$ cat config.mk
export PLATFORM = sky130hd
export DESIGN_NAME = top_cu_flat
export DESIGN_NICKNAME = d
export VERILOG_FILES = /design/src/rtl/cu_pkg.sv /design/src/rtl/cu_dp_if.sv /design/src/rtl/cu_watchdog.sv /design/src/rtl/top_cu.sv /design/src/flat_wrapper.sv
export SDC_FILE = /design/constraint.sdc
export NUM_CORES = 1
export LEC_CHECK = 0
export CELL_PAD_IN_SITES_DETAIL_PLACEMENT = 0
export CELL_PAD_IN_SITES_GLOBAL_PLACEMENT = 1
export CORE_UTILIZATION = 35
export CTS_CLUSTER_DIAMETER = 120
export CTS_CLUSTER_SIZE = 20
export DETAILED_ROUTE_END_ITERATION = 10
export GPL_ROUTABILITY_DRIVEN = 0
export HOLD_SLACK_MARGIN = 0.05
export MAX_ROUTING_LAYER = met4
export PLACE_DENSITY = 0.85
export SETUP_SLACK_MARGIN = 0.4
export SLEW_MARGIN = 5
export SYNTH_ARGS = -nofsm -noshare
export SYNTH_HDL_FRONTEND = slang
export SYNTH_SLANG_ARGS = --single-unit
$ cat constraint.sdc
create_clock -name clk -period 1.8 [get_ports clk]
set_input_delay 0.27 -clock clk [delete_from_list [all_inputs] [get_ports clk]]
set_output_delay 0.27 -clock clk [all_outputs]
set_load 0.01 [all_outputs]
$ cat src/rtl/cu_pkg.sv
// Shared types and constants for the small-ALU control unit.
package cu_pkg;

  // Sequencer states; exported on the debug port as well.
  typedef enum logic [2:0] {
    ST_IDLE    = 3'd0,
    ST_LOAD    = 3'd1,
    ST_START   = 3'd2,
    ST_WAIT    = 3'd3,
    ST_CAPTURE = 3'd4,
    ST_FIN     = 3'd5,
    ST_ERR     = 3'd6
  } cu_state_e;

  // Functional unit addressed by an opcode.
  typedef enum logic [1:0] {
    UNIT_CALC = 2'd0,
    UNIT_DIV  = 2'd1,
    UNIT_MULT = 2'd2
  } cu_unit_e;

  // Opcodes 0-3 go to the calculator, 6-7 are illegal.
  localparam logic [2:0] OP_DIV  = 3'd4;
  localparam logic [2:0] OP_MULT = 3'd5;

  // out_l source select.
  localparam logic [1:0] SEL_L_CALC = 2'b00;
  localparam logic [1:0] SEL_L_DIV  = 2'b01;
  localparam logic [1:0] SEL_L_MULT = 2'b10;

  // out_h source select.
  localparam logic SEL_H_DIV  = 1'b0;
  localparam logic SEL_H_MULT = 1'b1;

  // True for opcodes that address a real unit.
  function automatic logic op_is_legal(logic [2:0] op);
    return (op <= OP_MULT);
  endfunction

  // Map a legal opcode to its functional unit.
  function automatic cu_unit_e op_unit(logic [2:0] op);
    if (op == OP_DIV) begin
      return UNIT_DIV;
    end else if (op == OP_MULT) begin
      return UNIT_MULT;
    end
    return UNIT_CALC;
  endfunction

endpackage

$ cat src/rtl/cu_dp_if.sv
// Control-unit <-> datapath handshake bundle.
// Handshake: the control unit is the initiator. go_calc/go_div are one-cycle
// launch pulses and go_mult is a level held until the multiplier reports done;
// a unit answers by raising its done_* flag (level or pulse), and only the
// first cycle the launched unit's flag is high while the control unit waits
// is taken as completion.
interface cu_dp_if;
  logic       en_x;
  logic       en_y;
  logic       go_calc;
  logic       go_div;
  logic       go_mult;
  logic [1:0] op_calc;
  logic [1:0] sel_l;
  logic       sel_h;
  logic       en_out_l;
  logic       en_out_h;
  logic       done_calc;
  logic       done_div;
  logic       done_mult;

  // Control unit side.
  modport master (
    output en_x, en_y, go_calc, go_div, go_mult, op_calc,
           sel_l, sel_h, en_out_l, en_out_h,
    input  done_calc, done_div, done_mult
  );

  // Datapath side.
  modport slave (
    input  en_x, en_y, go_calc, go_div, go_mult, op_calc,
           sel_l, sel_h, en_out_l, en_out_h,
    output done_calc, done_div, done_mult
  );
endinterface

$ cat src/rtl/cu_watchdog.sv
// 8-bit clear/increment counter that flags when it reaches TIMEOUT.
module cu_watchdog #(
  parameter int unsigned TIMEOUT = 255
) (
  input  logic clk,
  input  logic rst,
  input  logic clr,
  input  logic inc,
  output logic expired
);

  localparam logic [7:0] TIMEOUT_C = 8'(TIMEOUT);

  logic [7:0] count_d;
  logic [7:0] count_q;

  // Next count: clear wins, increment saturates so it never wraps to zero.
  always_comb begin
    count_d = count_q;
    if (clr) begin
      count_d = '0;
    end else if (inc && (count_q != 8'hFF)) begin
      count_d = count_q + 8'd1;
    end
  end

  // Count register.
  always_ff @(posedge clk) begin
    if (rst) begin
      count_q <= '0;
    end else begin
      count_q <= count_d;
    end
  end

  assign expired = (count_q == TIMEOUT_C);

endmodule

$ cat src/rtl/top_cu.sv
// Control unit sequencing the small-ALU datapath: load operands, launch the
// selected unit, wait for its done flag (with watchdog), capture the result.
// Every output is a flop loaded from a decode of the next state, so outputs
// line up with the state they belong to and never depend on inputs directly.
module top_cu
  import cu_pkg::*;
#(
  parameter int unsigned TIMEOUT = 255
) (
  input  logic       clk,
  input  logic       rst,
  input  logic       go,
  input  logic [2:0] op,
  cu_dp_if.master    dp,
  output logic       busy,
  output logic       done,
  output logic       err,
  output cu_state_e  dbg_state
);

  cu_state_e  state_d, state_q;
  logic [2:0] op_d, op_q;
  cu_unit_e   unit_d, unit_q;

  logic       en_x_d, en_x_q;
  logic       en_y_d, en_y_q;
  logic       go_calc_d, go_calc_q;
  logic       go_div_d, go_div_q;
  logic       go_mult_d, go_mult_q;
  logic [1:0] op_calc_d, op_calc_q;
  logic [1:0] sel_l_d, sel_l_q;
  logic       sel_h_d, sel_h_q;
  logic       en_out_l_d, en_out_l_q;
  logic       en_out_h_d, en_out_h_q;
  logic       busy_d, busy_q;
  logic       done_d, done_q;
  logic       err_d, err_q;

  logic       unit_done;
  logic       wd_expired;

  // Watchdog runs only while waiting; it sits cleared in every other state.
  cu_watchdog #(
    .TIMEOUT(TIMEOUT)
  ) u_watchdog (
    .clk     (clk),
    .rst     (rst),
    .clr     (state_q != ST_WAIT),
    .inc     (state_q == ST_WAIT),
    .expired (wd_expired)
  );

  // Done flag of the unit launched by the latched opcode; others are ignored.
  always_comb begin
    unit_q    = op_unit(op_q);
    unit_done = 1'b0;
    unique case (unit_q)
      UNIT_CALC: unit_done = dp.done_calc;
      UNIT_DIV:  unit_done = dp.done_div;
      UNIT_MULT: unit_done = dp.done_mult;
      default:   unit_done = 1'b0;
    endcase
  end

  // Next-state and opcode latch.
  always_comb begin
    state_d = state_q;
    op_d    = op_q;
    unique case (state_q)
      ST_IDLE: begin
        if (go) begin
          if (op_is_legal(op)) begin
            op_d    = op;
            state_d = ST_LOAD;
          end else begin
            state_d = ST_ERR;
          end
        end
      end
      ST_LOAD:  state_d = ST_START;
      ST_START: state_d = ST_WAIT;
      ST_WAIT: begin
        // A done arriving in the terminal-count cycle still completes.
        if (unit_done) begin
          state_d = ST_CAPTURE;
        end else if (wd_expired) begin
          state_d = ST_ERR;
        end
      end
      ST_CAPTURE: state_d = ST_FIN;
      ST_FIN:     state_d = ST_IDLE;
      ST_ERR:     state_d = ST_IDLE;
      default:    state_d = ST_IDLE;
    endcase
  end

  // Output decode of the next state, registered below.
  always_comb begin
    unit_d     = op_unit(op_d);
    en_x_d     = (state_d == ST_LOAD);
    en_y_d     = (state_d == ST_LOAD);
    go_calc_d  = (state_d == ST_START) && (unit_d == UNIT_CALC);
    go_div_d   = (state_d == ST_START) && (unit_d == UNIT_DIV);
    go_mult_d  = ((state_d == ST_START) || (state_d == ST_WAIT)) &&
                 (unit_d == UNIT_MULT);
    op_calc_d  = 2'b00;
    if ((state_d == ST_LOAD) || (state_d == ST_START) ||
        (state_d == ST_WAIT) || (state_d == ST_CAPTURE)) begin
      op_calc_d = op_d[1:0];
    end
    sel_l_d    = SEL_L_CALC;
    sel_h_d    = SEL_H_DIV;
    en_out_l_d = 1'b0;
    en_out_h_d = 1'b0;
    if (state_d == ST_CAPTURE) begin
      unique case (unit_d)
        UNIT_CALC: begin
          // out_h keeps its previous value for calculator results.
          sel_l_d    = SEL_L_CALC;
          en_out_l_d = 1'b1;
        end
        UNIT_DIV: begin
          sel_l_d    = SEL_L_DIV;
          sel_h_d    = SEL_H_DIV;
          en_out_l_d = 1'b1;
          en_out_h_d = 1'b1;
        end
        UNIT_MULT: begin
          sel_l_d    = SEL_L_MULT;
          sel_h_d    = SEL_H_MULT;
          en_out_l_d = 1'b1;
          en_out_h_d = 1'b1;
        end
        default: begin
          sel_l_d = SEL_L_CALC;
        end
      endcase
    end
    busy_d = (state_d != ST_IDLE);
    done_d = (state_d == ST_FIN);
    err_d  = (state_d == ST_ERR);
  end

  // Sequencer state, latched opcode and registered outputs.
  always_ff @(posedge clk) begin
    if (rst) begin
      state_q    <= ST_IDLE;
      op_q       <= '0;
      en_x_q     <= 1'b0;
      en_y_q     <= 1'b0;
      go_calc_q  <= 1'b0;
      go_div_q   <= 1'b0;
      go_mult_q  <= 1'b0;
      op_calc_q  <= 2'b00;
      sel_l_q    <= 2'b00;
      sel_h_q    <= 1'b0;
      en_out_l_q <= 1'b0;
      en_out_h_q <= 1'b0;
      busy_q     <= 1'b0;
      done_q     <= 1'b0;
      err_q      <= 1'b0;
    end else begin
      state_q    <= state_d;
      op_q       <= op_d;
      en_x_q     <= en_x_d;
      en_y_q     <= en_y_d;
      go_calc_q  <= go_calc_d;
      go_div_q   <= go_div_d;
      go_mult_q  <= go_mult_d;
      op_calc_q  <= op_calc_d;
      sel_l_q    <= sel_l_d;
      sel_h_q    <= sel_h_d;
      en_out_l_q <= en_out_l_d;
      en_out_h_q <= en_out_h_d;
      busy_q     <= busy_d;
      done_q     <= done_d;
      err_q      <= err_d;
    end
  end

  assign dp.en_x     = en_x_q;
  assign dp.en_y     = en_y_q;
  assign dp.go_calc  = go_calc_q;
  assign dp.go_div   = go_div_q;
  assign dp.go_mult  = go_mult_q;
  assign dp.op_calc  = op_calc_q;
  assign dp.sel_l    = sel_l_q;
  assign dp.sel_h    = sel_h_q;
  assign dp.en_out_l = en_out_l_q;
  assign dp.en_out_h = en_out_h_q;
  assign busy        = busy_q;
  assign done        = done_q;
  assign err         = err_q;
  assign dbg_state   = state_q;

endmodule

$ cat src/flat_wrapper.sv
// flat-port wrapper written by rule: the top's interface ports become plain ports
module top_cu_flat import cu_pkg::*;
#(
  parameter int unsigned TIMEOUT = 255
)
  (clk, rst, go, op, busy, done, err, dbg_state, dp_en_x, dp_en_y, dp_go_calc, dp_go_div, dp_go_mult, dp_op_calc, dp_sel_l, dp_sel_h, dp_en_out_l, dp_en_out_h, dp_done_calc, dp_done_div, dp_done_mult);
  cu_dp_if dp_i ();
  input  logic clk;
  input  logic rst;
  input  logic go;
  input  logic [2:0] op;
  output logic busy;
  output logic done;
  output logic err;
  output cu_state_e dbg_state;
  output wire logic [$bits(dp_i.en_x)-1:0] dp_en_x;
  output wire logic [$bits(dp_i.en_y)-1:0] dp_en_y;
  output wire logic [$bits(dp_i.go_calc)-1:0] dp_go_calc;
  output wire logic [$bits(dp_i.go_div)-1:0] dp_go_div;
  output wire logic [$bits(dp_i.go_mult)-1:0] dp_go_mult;
  output wire logic [$bits(dp_i.op_calc)-1:0] dp_op_calc;
  output wire logic [$bits(dp_i.sel_l)-1:0] dp_sel_l;
  output wire logic [$bits(dp_i.sel_h)-1:0] dp_sel_h;
  output wire logic [$bits(dp_i.en_out_l)-1:0] dp_en_out_l;
  output wire logic [$bits(dp_i.en_out_h)-1:0] dp_en_out_h;
  input wire logic [$bits(dp_i.done_calc)-1:0] dp_done_calc;
  input wire logic [$bits(dp_i.done_div)-1:0] dp_done_div;
  input wire logic [$bits(dp_i.done_mult)-1:0] dp_done_mult;
  assign dp_en_x = dp_i.en_x;
  assign dp_en_y = dp_i.en_y;
  assign dp_go_calc = dp_i.go_calc;
  assign dp_go_div = dp_i.go_div;
  assign dp_go_mult = dp_i.go_mult;
  assign dp_op_calc = dp_i.op_calc;
  assign dp_sel_l = dp_i.sel_l;
  assign dp_sel_h = dp_i.sel_h;
  assign dp_en_out_l = dp_i.en_out_l;
  assign dp_en_out_h = dp_i.en_out_h;
  assign dp_i.done_calc = dp_done_calc;
  assign dp_i.done_div = dp_done_div;
  assign dp_i.done_mult = dp_done_mult;
  top_cu #(.TIMEOUT(TIMEOUT)) u_core (.clk(clk), .rst(rst), .go(go), .op(op), .dp(dp_i), .busy(busy), .done(done), .err(err), .dbg_state(dbg_state));
endmodule
; Yosys cells after proc, flatten, opt, wreduce, memory -nomap -nowiden
; Index checks and enable logic that the tools add are counted.
[totals]
elab_cells = 80
reg_bits = 28
[classes]
add_sub_neg = 1
bitwise = 2
muxes = 23
order_cmp = 1
reduce_logical = 17
eq_ne = 21
[ops]
columns = op, n
row1 = $eq A3 B3 Y1 const B, 8
row2 = $mux W3, 7
row3 = $pmux W3 S5, 1
row4 = $eq A3 B2 Y1 const B, 4
row5 = $mux W2, 6
row6 = $add A8 B1 Y8 const B, 1
row7 = $eq A8 B8 Y1 const B, 1
row8 = $ne A8 B8 Y1 const B, 1
row9 = $reduce_or A2 Y1, 4
row10 = $mux W1, 7
row11 = $eq A3 B1 Y1 const B, 2
row12 = $eq A2 B1 Y1 const B, 2
row13 = $eq A2 B2 Y1 const B, 2
row14 = $logic_and A1 B1 Y1, 4
row15 = $logic_not A2 Y1, 2
row16 = $logic_or A1 B1 Y1, 4
row17 = $pmux W2 S2, 1
row18 = $le A3 B3 Y1 const B, 1
row19 = $logic_not A3 Y1, 1
row20 = $ne A3 B2 Y1 const B, 1
row21 = $pmux W1 S3, 1
row22 = $reduce_bool A3 Y1, 1
row23 = $reduce_or A3 Y1, 1
row24 = $not A1 Y1, 2

; Logic depth before layout (Yosys ltp)
[logic_depth]
depth_word = 14
mapped_depth = 6
mapped_depth_nobuf = 6

; By module
; From an unflattened synthesis, not the netlist that was laid out.
[hier_totals]
hier_cells = 130
area_unflattened_um2 = 1244.9
[modules_own_cells]
columns = mod, area_each_um2, seq_area_each_um2, cells_each, instances
row1 = top_cu, 819.5, 380.4, 85, 1
row2 = cu_watchdog, 425.4, 160.2, 45, 1

; Worst setup path after synthesis
; OpenSTA, ideal clock, no wires.
[synth_timing]
path_type = reg-to-reg
startpoint = reg u_core.state_q[2], in the netlist u_core.dbg_state[2]
endpoint = reg u_core.go_mult_q, in the netlist u_core.dp.go_mult
stages_incl_launch_ff = 7
synth_period_minus_slack_ns = 1.696
slack_ns = 0.104
path_buffers = 1
t_arrival_ns = 1.608
setup_time_ns = 0.088
required_time_ns = 1.712
path_cell_list = dfxtp_1 buf_6 or4b_4 a21oi_2 mux2i_1 or2_4 nor4_2
[synth_between]
elab_chain_len = 8
elab_cells_between_ends = 21
cone_classes = eq/ne: 9 / mux: 9 / reduce/logical: 3
[synth_lines]
columns = element, line_no
row1 = from (decl), top_cu.sv:21  ; cu_state_e state_d, state_q;
row2 = from (signal assigned), top_cu.sv:163  ; state_q <= state_d;
row3 = $logic_not A3 Y1, top_cu.sv:69  ; unique case (state_q)
row4 = $mux W3, top_cu.sv:69
row5 = $eq A3 B3 Y1, cu_pkg.sv:44  ; end else if (op == OP_MULT) begin
row6 = $mux W1, cu_pkg.sv:44
row7 = $mux W1, cu_pkg.sv:42  ; if (op == OP_DIV) begin
row8 = $mux W2, cu_pkg.sv:47  ; return UNIT_CALC;
row9 = $eq A2 B2 Y1, top_cu.sv:105  ; (unit_d == UNIT_MULT);
row10 = $logic_and A1 B1 Y1 (*), top_cu.sv:104  ; go_mult_d = ((state_d == ST_START) || (state_d == ST_WAIT)) &&
row11 = to (signal assigned), top_cu.sv:169  ; go_mult_q <= go_mult_d;
row12 = to (decl), top_cu.sv:29  ; logic go_mult_d, go_mult_q;
; Every way passes the cells marked *; elsewhere a longest branch is shown, timed or not.
; A chain may end at the register's enable or synchronous reset.

; Final worst setup path
[layout_timing]
startpoint = reg u_core.state_q[0], in the netlist u_core.dbg_state[0]
endpoint = reg u_core.go_mult_q, in the netlist u_core.dp.go_mult
; The elaborated chain is that of the path after synthesis.

==> out/qor.csv <==
metric,value,unit
final_min_period_over_clock_period,89.5,%
largest_net_degree_at_the_start_of_global_routing,17,
synthesis.yosys.warnings,0,
grt_pass1_wl,4.43,mm
cts.path.max_buffers,2,
antenna_cell_count,0,
route.antenna.remaining_nets,0,
synth_xor_area_share,3.95,%
rr_endpoint,u_core.dp.go_mult,
num_rows,20,
status,finished clean,
timing.clock.skew,0.00786,ns
tritoncts,built,
slew_headroom,67.9,%
achievable-frequency,0.621,GHz
final.setup.tns,0,ns
grtUsageTotal,17.6,%
dieArea,3400,um^2
max_slew_violation_count,0,
ys_seq_area_share,48.7,%
synth_cells,123,
synth-simple-area-share,25.9,%
syn2layout_area_growth,61.6,%
h-tree-depth,1,
place.detailed.hpwl,1.93,mm
worst_skew_pair_later_pin_latency,0.33,ns
p_leak,0.747,nW
totalPowerFinal,1.27,mW
hold_class,in2reg,
clk_transition_reported_paths,0.15,ns
drive_gt1_share,40.6,%
endpoint,u_core.dp.go_mult,
start_util,36.7,%
placement.cell_area,1500,um^2
final_number_of_setup_violating_endpoints,0,
synth_area,1110,um^2
postLayoutSetupSlackWorst,0.189,ns
first_global_vias,1055,
antenna_found_initial,0,
finish.instance_area,1790,um^2
critical_path.endpoint_type,flop,
grt-ovfl-total,0,
placement.setup.worst_slack,-0.239,ns
cap_violations,0,
tightest_slew,0.476,ns
critical_path_required,2.06,ns
synthesis.area_per_instance,9.02,um^2
die_height,58.3,um
synthAdderAreaFrac,1.13,%
clockRootBuffer,clkbuf_4,
vias,1060,
whs,0.470,ns
ios,27,
finalNetCount,186,
report.final.hold_viol_count,0,
power_density,707,nW/um^2
core_area,3030,um^2
final_period_minus_worst_setup_slack,1.61,ns
routed_via_density,4.84,
synth_mux_area_share,4.74,%
rsz0062_at_grt,true,
io_buf_count,26,
unique_cell_type_count_in_the_yosys_netlist,34,
mappedNetlistNets,133,
reg2reg_setup_slack,0.19,ns
critical_path_arrival,1.87,ns
timing.critical_path.fanout_max,4,
route.detailed.wl_per_inst,12.7,um
regToRegStartpoint,u_core.dbg_state[0],
startpoint,u_core.dbg_state[0],
drt_pass_1_iters,4,
cts_inserted_buffers,3,
cp_launch_type,flop,
die-width,58.3,um
worstSetupPathType,reg2reg,
routed_wl,2.78,mm
route.detailed.drc,0,
power.ir.vdd_worst,291,uV
synth_compound_gate_area_share,11.2,%
clock-sinks,27,
detailedRoute.firstIterationViolations,28,
ys_ff_latch,27,
number_of_cells_on_the_worst_reg_to_reg_path,5,
dominant_combinational_cell_family_by_area_after_synthesis,simple AND/OR/NAND/NOR gates,
## flip-flops by register name (all words and copies together), names as in the netlist, 2 cells and up
name	flops
u_core.u_watchdog.count_q	8
u_core.dbg_state	3
u_core.dp.op_calc	2
u_core.op_q	3
## synthesized netlist by cell type, drive strengths merged
library cell / number / area (um^2)
a21oi: 7 / 38.8
nand2: 9 / 33.8
or3: 2 / 12.5
or2: 1 / 8.76
nor3b: 2 / 15.0
nand3: 4 / 20.0
o22ai: 1 / 6.26
o31ai: 1 / 7.51
buf: 3 / 26.3
mux2i: 3 / 30.0
and3: 2 / 12.5
or4b: 1 / 13.8
nor4: 2 / 18.8
nand3b: 1 / 7.51
dfxtp: 27 / 541
clkbuf: 1 / 7.51
xor2: 1 / 8.76
o211ai: 1 / 7.51
a21boi: 1 / 7.51
o221a: 1 / 11.3
inv: 4 / 15.0
nand4: 1 / 6.26
and2: 3 / 18.8
mux2: 2 / 22.5
nor2: 21 / 78.8
o21ai: 9 / 45.0
xnor2: 4 / 35.0
and3b: 1 / 10.0
nor3: 5 / 25.0
ha: 1 / 12.5
nor2b: 1 / 6.26
## where the power goes
group	leakage, nW	internal (mW)	switching (mW)	total (mW)
registers	0.222	0.627	0.0122	0.639
clock network	0.0139	0.0851	0.186	0.271
logic	0.511	0.186	0.171	0.357
total	0.747	0.899	0.369	1.27
## through the flow
| step | std cells | util [%] |
|---|---|---|
| 2_1_floorplan | 123 | - |
| 3_3_place_gp | 203 | 49.7 |
| 3_5_place_dp | 203 | 49.7 |
| 4_1_cts | 218 | 56.5 |
| 5_1_grt | 219 | 59.2 |
| 6_report | 219 | 59.2 |
## worst min-delay path by stage
stage	end	slack, ns	start	depth (start not counted)
after floorplan	u_core.u_watchdog.count_q[1]	0.44	u_core.u_watchdog.count_q[1]	2
after detailed placement	u_core.u_watchdog.count_q[1]	0.48	u_core.u_watchdog.count_q[1]	2
after CTS	u_core.u_watchdog.count_q[1]	0.49	u_core.u_watchdog.count_q[1]	2
after global placement	u_core.u_watchdog.count_q[1]	0.46	u_core.u_watchdog.count_q[1]	2
after global routing	u_core.op_q[1]	0.48	op[1]	2
final	u_core.op_q[1]	0.47	op[1]	2
## cells in the final DEF, fill, tap and decap left out, drive strengths merged, types with 2 or more instances in the layout
master	n
clkbuf	5
mux2i	3
nor3b	2
or3	2
dlygate4sd2	16
nand2	9
xnor2	4
mux2	2
buf	26
dfxtp	27
nand3	4
nor4	2
and2	3
inv	4
and3	2
clkdlybuf4s50	6
nor3	5
a21oi	7
nor2	21
o21ai	9
## timing repair
item                       in CTS  in global routing
setup endpoints to repair      41                 29
pin swaps                      11                  8
hold buffers                    0                  0
setup buffers                  11                  1
gates resized for setup        51                 21
## cells by family after synthesis
group,after synthesis
AOI/OAI and AO/OA,21
xor gates and xnor gates,5
adders and majority gates,1
buffers and inverters,8
DFF,27
muxes,5
and+or+nand+nor,56
## area by class of cell
type                    instances  area (um^2)
repair buffers                 52          447
inverters                       4         15.0
fillers                       262         1230
clock inverters                 1         7.51
flip-flops and latches         27          548
clock buffers                   3         22.5
well taps                      44         55.1
multi-input cells              88          698
## metal layers
layer  vias up  wire, um  track usage, %
met2        24      1530            32.3
met1       504      1090            18.8
met5         -         0               -
met4         0        70            7.14
li1        523         -               -
met3         9        89            2.86
## critical path: stages, from the launching register on
cell,delay (ns)
dfxtp_2,0.35
or4b_4,0.57
a21oi_4,0.14
mux2i_1,0.10
or2_4,0.26
nor4_2,0.12
Power figures use the tool's default switching activity.
